===== src/rtl/frog_pkg.sv =====
// Shared types for the Frogger key conditioner.
// Key indices, arbitration states and small bit-vector helpers.
package frog_pkg;

    localparam int NUM_KEYS = 4;

    typedef enum logic [1:0] {
        KEY_L,
        KEY_R,
        KEY_U,
        KEY_D
    } key_e;

    typedef enum logic [1:0] {
        IDLE,
        FIRE,
        HOLD
    } kc_state_e;

    function automatic logic [2:0] popcnt(
        input logic [NUM_KEYS-1:0] v
    );
        logic [2:0] c;
        c = '0;
        for (int i = 0; i < NUM_KEYS; i++) begin
            c = c + {2'b00, v[i]};
        end
        return c;
    endfunction

    // Lowest set bit wins; callers only use it when exactly one bit is set.
    function automatic key_e key_index(
        input logic [NUM_KEYS-1:0] v
    );
        key_e k;
        k = KEY_L;
        for (int i = NUM_KEYS - 1; i >= 0; i--) begin
            if (v[i]) begin
                k = key_e'(i[1:0]);
            end
        end
        return k;
    endfunction

endpackage


===== src/rtl/frog_key_conditioner_debounce.sv =====
// One raw active-low key: two-flop synchroniser, stability counter,
// debounced level and a one-cycle press event.
module key_debounce
    import frog_pkg::*;
#(
    parameter int DEBOUNCE_CYCLES = 16
) (
    input  logic Clock,
    input  logic reset,
    input  logic key_n,
    output logic pressed,
    output logic press_evt
);

    localparam int CNT_W = $clog2(DEBOUNCE_CYCLES);
    localparam logic [CNT_W-1:0] CNT_LAST = CNT_W'(DEBOUNCE_CYCLES - 1);

    logic             sync1_q, sync1_d;
    logic             sync2_q, sync2_d;
    logic             stable_q, stable_d;
    logic             evt_q, evt_d;
    logic [CNT_W-1:0] cnt_q, cnt_d;

    always_comb begin
        sync1_d  = key_n;
        sync2_d  = sync1_q;
        stable_d = stable_q;
        cnt_d    = '0;
        evt_d    = 1'b0;
        // Any sample agreeing with the stable level restarts the count.
        if (sync2_q != stable_q) begin
            if (cnt_q == CNT_LAST) begin
                stable_d = sync2_q;
                evt_d    = ~sync2_q;
            end else begin
                cnt_d = cnt_q + 1'b1;
            end
        end
    end

    always_ff @(posedge Clock or negedge reset) begin
        if (!reset) begin
            sync1_q  <= 1'b1;
            sync2_q  <= 1'b1;
            stable_q <= 1'b1;
            evt_q    <= 1'b0;
            cnt_q    <= '0;
        end else begin
            sync1_q  <= sync1_d;
            sync2_q  <= sync2_d;
            stable_q <= stable_d;
            evt_q    <= evt_d;
            cnt_q    <= cnt_d;
        end
    end

    assign pressed   = ~stable_q;
    assign press_evt = evt_q;

endmodule


===== src/rtl/frog_key_conditioner.sv =====
// Frogger key front end: debounces four buttons and arbitrates them
// into single registered move pulses, rejecting overlapping presses.
module frog_key_conditioner
    import frog_pkg::*;
#(
    parameter int DEBOUNCE_CYCLES = 16
) (
    input  logic       Clock,
    input  logic       reset,
    input  logic [3:0] keys_n,
    output logic       L,
    output logic       R,
    output logic       U,
    output logic       D,
    output logic       busy
);

    logic [NUM_KEYS-1:0] held_vec;
    logic [NUM_KEYS-1:0] evt_vec;
    logic [2:0]          held_cnt;
    logic [2:0]          evt_cnt;

    kc_state_e           state_q, state_d;
    key_e                key_q, key_d;
    logic [NUM_KEYS-1:0] out_q, out_d;

    for (genvar k = 0; k < NUM_KEYS; k++) begin : g_key
        key_debounce #(
            .DEBOUNCE_CYCLES(DEBOUNCE_CYCLES)
        ) u_db (
            .Clock    (Clock),
            .reset    (reset),
            .key_n    (keys_n[k]),
            .pressed  (held_vec[k]),
            .press_evt(evt_vec[k])
        );
    end

    assign held_cnt = popcnt(held_vec);
    assign evt_cnt  = popcnt(evt_vec);

    always_comb begin
        state_d = state_q;
        key_d   = key_q;
        out_d   = '0;
        unique case (state_q)
            IDLE: begin
                if (evt_cnt == 3'd1 && held_cnt == 3'd1) begin
                    state_d = FIRE;
                    key_d   = key_index(evt_vec);
                end else if (evt_cnt != 3'd0) begin
                    state_d = HOLD;
                end
            end
            FIRE: state_d = HOLD;
            HOLD: begin
                if (held_cnt == 3'd0) begin
                    state_d = IDLE;
                end
            end
            default: state_d = IDLE;
        endcase
        // Pulse register loads alongside the FIRE state so it lasts one cycle.
        if (state_d == FIRE) begin
            out_d = NUM_KEYS'(1) << key_d;
        end
    end

    always_ff @(posedge Clock or negedge reset) begin
        if (!reset) begin
            state_q <= IDLE;
            key_q   <= KEY_L;
            out_q   <= '0;
        end else begin
            state_q <= state_d;
            key_q   <= key_d;
            out_q   <= out_d;
        end
    end

    assign L    = out_q[KEY_L];
    assign R    = out_q[KEY_R];
    assign U    = out_q[KEY_U];
    assign D    = out_q[KEY_D];
    assign busy = (state_q != IDLE);

endmodule


===== config.mk =====
export PLATFORM = sky130hd
export DESIGN_NAME = frog_key_conditioner
export DESIGN_NICKNAME = d
export VERILOG_FILES = /design/src/rtl/frog_pkg.sv /design/src/rtl/frog_key_conditioner_debounce.sv /design/src/rtl/frog_key_conditioner.sv
export SDC_FILE = /design/constraint.sdc
export NUM_CORES = 1
export LEC_CHECK = 0
export BUFFER_PORTS_ARGS = -buffer_cell sky130_fd_sc_hd__buf_4
export CAP_MARGIN = 20
export CORE_MARGIN = 2
export CORE_UTILIZATION = 48
export CTS_CLUSTER_SIZE = 12
export DETAILED_ROUTE_END_ITERATION = 6
export PLACE_DENSITY = 0.62
export SLEW_MARGIN = 20
export SYNTH_ARGS = -nofsm -noshare
export SYNTH_HDL_FRONTEND = slang
export SYNTH_SLANG_ARGS = --single-unit

===== constraint.sdc =====
create_clock -name Clock -period 3.1 [get_ports Clock]
set_clock_uncertainty 0.05 [all_clocks]
set_input_delay 0.775 -clock Clock [delete_from_list [all_inputs] [get_ports Clock]]
set_output_delay 0.775 -clock Clock [all_outputs]
set_load 0.1 [all_outputs]

==> tab_implementation.tex <==
\begin{tabular}{lr}
\hline
Metric & Value \\
\hline
\multicolumn{2}{l}{\textbf{Timing}} \\
\quad FMAX & 403 MHz \\
\quad Final setup slack of the worst path & 0.622 ns \\
\quad Share of the clock period used by the worst path & 0.800 \\
\quad Number of hold violations in the final report & 0 \\
\quad Max-slew violations & 0 \\
\quad RSZ-0062 raised after global routing & no \\
\quad Final-report setup violation count & 0 \\
\quad Final worst path period need & 2.48 ns \\
\quad Worst hold margin & 0.304 ns \\
\quad Relative slew slack & 0.697 \\
\quad Transition at the pin with the smallest max-transition slack & 0.455 ns \\
\quad Final sum of negative setup slack & 0 ns \\
\multicolumn{2}{l}{\textbf{Setup path}} \\
\quad Endpoint required time on the critical path & 3.29 ns \\
\quad Sort of element at the end of the critical path & flip-flop \\
\quad Critical Setup Path Class & flip-flop to flip-flop \\
\quad Critical path launch point type & flip-flop \\
\quad Arrival time at the worst endpoint & 2.67 ns \\
\quad Crit path max fanout & 5 \\
\multicolumn{2}{l}{\textbf{Clocking}} \\
\quad CTS sink count & 38 \\
\quad Clock tree from TritonCTS & done \\
\quad Resize count post-CTS & 0 \\
\quad Max Buffers Root-to-Sink & 2 \\
\quad Hold buffers post-CTS & 0 \\
\quad TritonCTS buffer count & 5 \\
\quad Clock input transition at the sequential cells of the worst setup and hold paths & 0.12 ns \\
\quad Clock insertion delay at the later pin of the skew report & 0.33 ns \\
\quad Post CTS Setup Buffer Count & 0 \\
\quad Maximum level of the CTS H-tree & 2 \\
\quad Root buf cell & sky130\_fd\_sc\_hd\_\_clkbuf\_4 \\
\multicolumn{2}{l}{\textbf{Routing}} \\
\quad Via count & 941 \\
\quad Vias per inst & 5.01 \\
\quad Final antenna-violating net count & 0 \\
\quad DRC violation count after routing & 0 \\
\quad Number of design-rule violations left by the first detailed-router iteration & 41 \\
\quad Number of iterations in the first detailed-routing pass & 4 \\
\quad Wire length per cell after detailed routing & 12.1 um \\
\quad DRT Wirelength & 2.27 mm \\
\multicolumn{2}{l}{\textbf{GRT}} \\
\quad Global routing usage summed across all routing layers & 0.146 \\
\quad Wire length of the first global-routing pass & 4.00 mm \\
\quad Overflow left after global routing & 0 \\
\quad Largest net degree at the start of global routing & 39 \\
\quad Number of global-route vias before repair & 956 \\
\quad Antenna violations before repair & 0 \\
\multicolumn{2}{l}{\textbf{Placement}} \\
\quad Post-placement setup slack & 0.630 ns \\
\quad Placer congestion estimate & 0.750 \\
\quad HPWL after DPL & 1.60 mm \\
\quad Port-buffer cells & 10 \\
\multicolumn{2}{l}{\textbf{Die}} \\
\quad Total number of placement rows & 21 \\
\quad Ports & 11 \\
\quad Initial core utilization & 0.490 \\
\quad Horiz. Die Dim & 61.9 um \\
\quad Vertical die dimension & 61.9 um \\
\quad Die outline area & 0.00383 sq mm \\
\quad Core Box Area & 0.00328 sq mm \\
\multicolumn{2}{l}{\textbf{Final layout}} \\
\quad Number of inserted filler cells in the final layout & 275 \\
\quad Area growth from synthesis to final layout & 13.1\% \\
\quad Inserted Diodes & 0 \\
\quad Fraction of final layout cells with drive strength greater than 1 & 0.275 \\
\quad Core occupancy in the finished layout & 0.554 \\
\quad Final Net Count & 157 \\
\quad Footprint of the flip-flops and latches & 966 sq um \\
\quad Area of the multi-input gates & 593 sq um \\
\multicolumn{2}{l}{\textbf{Power}} \\
\quad Maximum vdd ir drop & 0.304 mV \\
\quad Total power per unit cell area & 496 mW/mm\^{}2 \\
\quad Leakage dissipation & 0.814 nW \\
\multicolumn{2}{l}{\textbf{Synthesis}} \\
\quad Sequential area share after synthesis & 0.601 \\
\quad Synthesized area & 0.00161 sq mm \\
\quad Instance count of the mapped netlist & 124 \\
\quad Synthesized area divided by synthesized cell count & 13.0 sq um \\
\quad Post-synth cell types & 24 \\
\quad Post-synth net total & 140 \\
\quad Number of flip-flops and latches in the synthesized netlist & 38 \\
\quad Yosys warning count & 0 \\
\multicolumn{2}{l}{\textbf{Run}} \\
\quad Max-capacitance violation count & 0 \\
\multicolumn{2}{l}{\textbf{Run status}} \\
\quad Result of the run & finished clean \\
\multicolumn{2}{l}{\textbf{Hold path}} \\
\quad Worst min-delay path class & flip-flop to flip-flop \\
\hline
\end{tabular}
[per-layer routing]
layer | GRT usage | vias up | share of wire
met1 | 0.190 | 462 | 0.47
met4 | 0.0638 | 0 | 0.014
met3 | 0.0497 | 4 | 0.036
met5 | 0 | - | 0
met2 | 0.223 | 13 | 0.48
li1 | - | 462 | -
[worst max-delay path, cell delays in order (launching register included)]
cell,delay (ns)
sky130_fd_sc_hd__dfrtp_1,0.43
sky130_fd_sc_hd__inv_1,0.09
sky130_fd_sc_hd__fa_1,0.54
sky130_fd_sc_hd__inv_1,0.04
sky130_fd_sc_hd__ha_1,0.17
sky130_fd_sc_hd__ha_1,0.30
sky130_fd_sc_hd__nor4_4,0.29
sky130_fd_sc_hd__nand4_4,0.17
sky130_fd_sc_hd__nor4b_2,0.29
[report_power, final]
group          switching, mW  internal (mW)  leakage [nW]  total, mW
Clock                  0.157          0.167        0.0450      0.324
Combinational         0.0231         0.0204         0.290     0.0435
Sequential            0.0159          0.518         0.478      0.534
[metrics by stage]
stage / power (mW) / instances / cell area (sq um)
6_report: 0.901 / 188 / 1820
5_1_grt: 0.949 / 188 / 1820
4_1_cts: 0.917 / 188 / 1820
3_5_place_dp: 0.587 / 180 / 1740
3_3_place_gp: 0.583 / 180 / 1740
2_1_floorplan: 0.565 / 124 / 1610
[cells by family after synthesis]
family / after synthesis / synth area share
DFF: 38 / 0.601
and+or+nand+nor: 35 / 0.156
AOI/OAI and AO/OA: 16 / 0.0545
buffers and inverters: 13 / 0.0304
adders and majority gates: 10 / 0.0872
xor gates and xnor gates: 8 / 0.0436
muxes: 4 / 0.0280
[final timing paths]
kind,start,end,slack (ns),cells after the start
setup / recovery,g_key[0].u_db.press_evt,out_q[2],0.62,8
hold / removal,g_key[1].u_db.sync1_q,g_key[1].u_db.sync2_q,0.30,0
setup reg to reg,g_key[0].u_db.press_evt,out_q[2],0.62,8
hold reg to reg,g_key[1].u_db.sync1_q,g_key[1].u_db.sync2_q,0.30,0
max in group asynchronous,reset,g_key[1].u_db.sync1_q,2.31,1
min in group asynchronous,reset,g_key[2].u_db.cnt_q[3],0.32,1
[cell type report]
type,instances,area share
clock buffers,5,0.0206
clock inverters,3,0.0220
inverters,13,0.0268
multi-input cells,73,0.326
flip-flops and latches,38,0.531
well taps,46,0.0317
repair buffers,10,0.0413
[Yosys cell counts]
master | instances | share of area
sky130_fd_sc_hd__nor4_4 | 1 | 0.013
sky130_fd_sc_hd__a21oi_1 | 10 | 0.031
sky130_fd_sc_hd__nor4_1 | 1 | 0.0039
sky130_fd_sc_hd__nand4_4 | 1 | 0.013
sky130_fd_sc_hd__mux2_2 | 4 | 0.028
sky130_fd_sc_hd__fa_1 | 2 | 0.025
sky130_fd_sc_hd__nor4b_2 | 1 | 0.0093
sky130_fd_sc_hd__nand3_1 | 4 | 0.012
sky130_fd_sc_hd__a21bo_2 | 1 | 0.0062
sky130_fd_sc_hd__or2_2 | 1 | 0.0039
sky130_fd_sc_hd__inv_1 | 13 | 0.030
sky130_fd_sc_hd__nand2b_1 | 1 | 0.0039
sky130_fd_sc_hd__xnor2_1 | 8 | 0.044
sky130_fd_sc_hd__nor3_1 | 3 | 0.0093
sky130_fd_sc_hd__nand4b_1 | 4 | 0.022
sky130_fd_sc_hd__o21ai_0 | 4 | 0.012
sky130_fd_sc_hd__dfstp_2 | 12 | 0.20
sky130_fd_sc_hd__nor3b_1 | 7 | 0.033
sky130_fd_sc_hd__dfrtp_1 | 26 | 0.40
sky130_fd_sc_hd__nor2b_1 | 4 | 0.016
sky130_fd_sc_hd__nor2_1 | 6 | 0.014
sky130_fd_sc_hd__nand2_1 | 1 | 0.0023
sky130_fd_sc_hd__o21a_1 | 1 | 0.0047
sky130_fd_sc_hd__ha_1 | 8 | 0.062
[flip-flops by register name, summed over array words and instances (netlist names)]
| signal | cells |
|---|---|
| g_key.u_db.cnt_q | 16 |
| g_key.u_db.press_evt | 4 |
| g_key.u_db.stable_q | 4 |
| g_key.u_db.sync1_q | 4 |
| g_key.u_db.sync2_q | 4 |
| out_q | 4 |
| state_q | 2 |
[layout by cell type (no fill, tap or decap), types with 2 or more instances in the layout]
| master | instances |
|---|---|
| sky130_fd_sc_hd__nor3b_1 | 7 |
| sky130_fd_sc_hd__nor3_1 | 3 |
| sky130_fd_sc_hd__clkinv_2 | 2 |
| sky130_fd_sc_hd__nor2b_1 | 4 |
| sky130_fd_sc_hd__clkbuf_4 | 5 |
| sky130_fd_sc_hd__nand4b_1 | 4 |
| sky130_fd_sc_hd__nand3_1 | 4 |
| sky130_fd_sc_hd__inv_1 | 13 |
| sky130_fd_sc_hd__buf_4 | 10 |
| sky130_fd_sc_hd__dfstp_2 | 12 |
| sky130_fd_sc_hd__fa_1 | 2 |
| sky130_fd_sc_hd__nor2_1 | 6 |
| sky130_fd_sc_hd__mux2_2 | 4 |
| sky130_fd_sc_hd__ha_1 | 8 |
| sky130_fd_sc_hd__dfrtp_1 | 26 |
| sky130_fd_sc_hd__a21oi_1 | 10 |
| sky130_fd_sc_hd__o21ai_0 | 4 |
| sky130_fd_sc_hd__xnor2_1 | 8 |
Power figures use the tool's default switching activity.
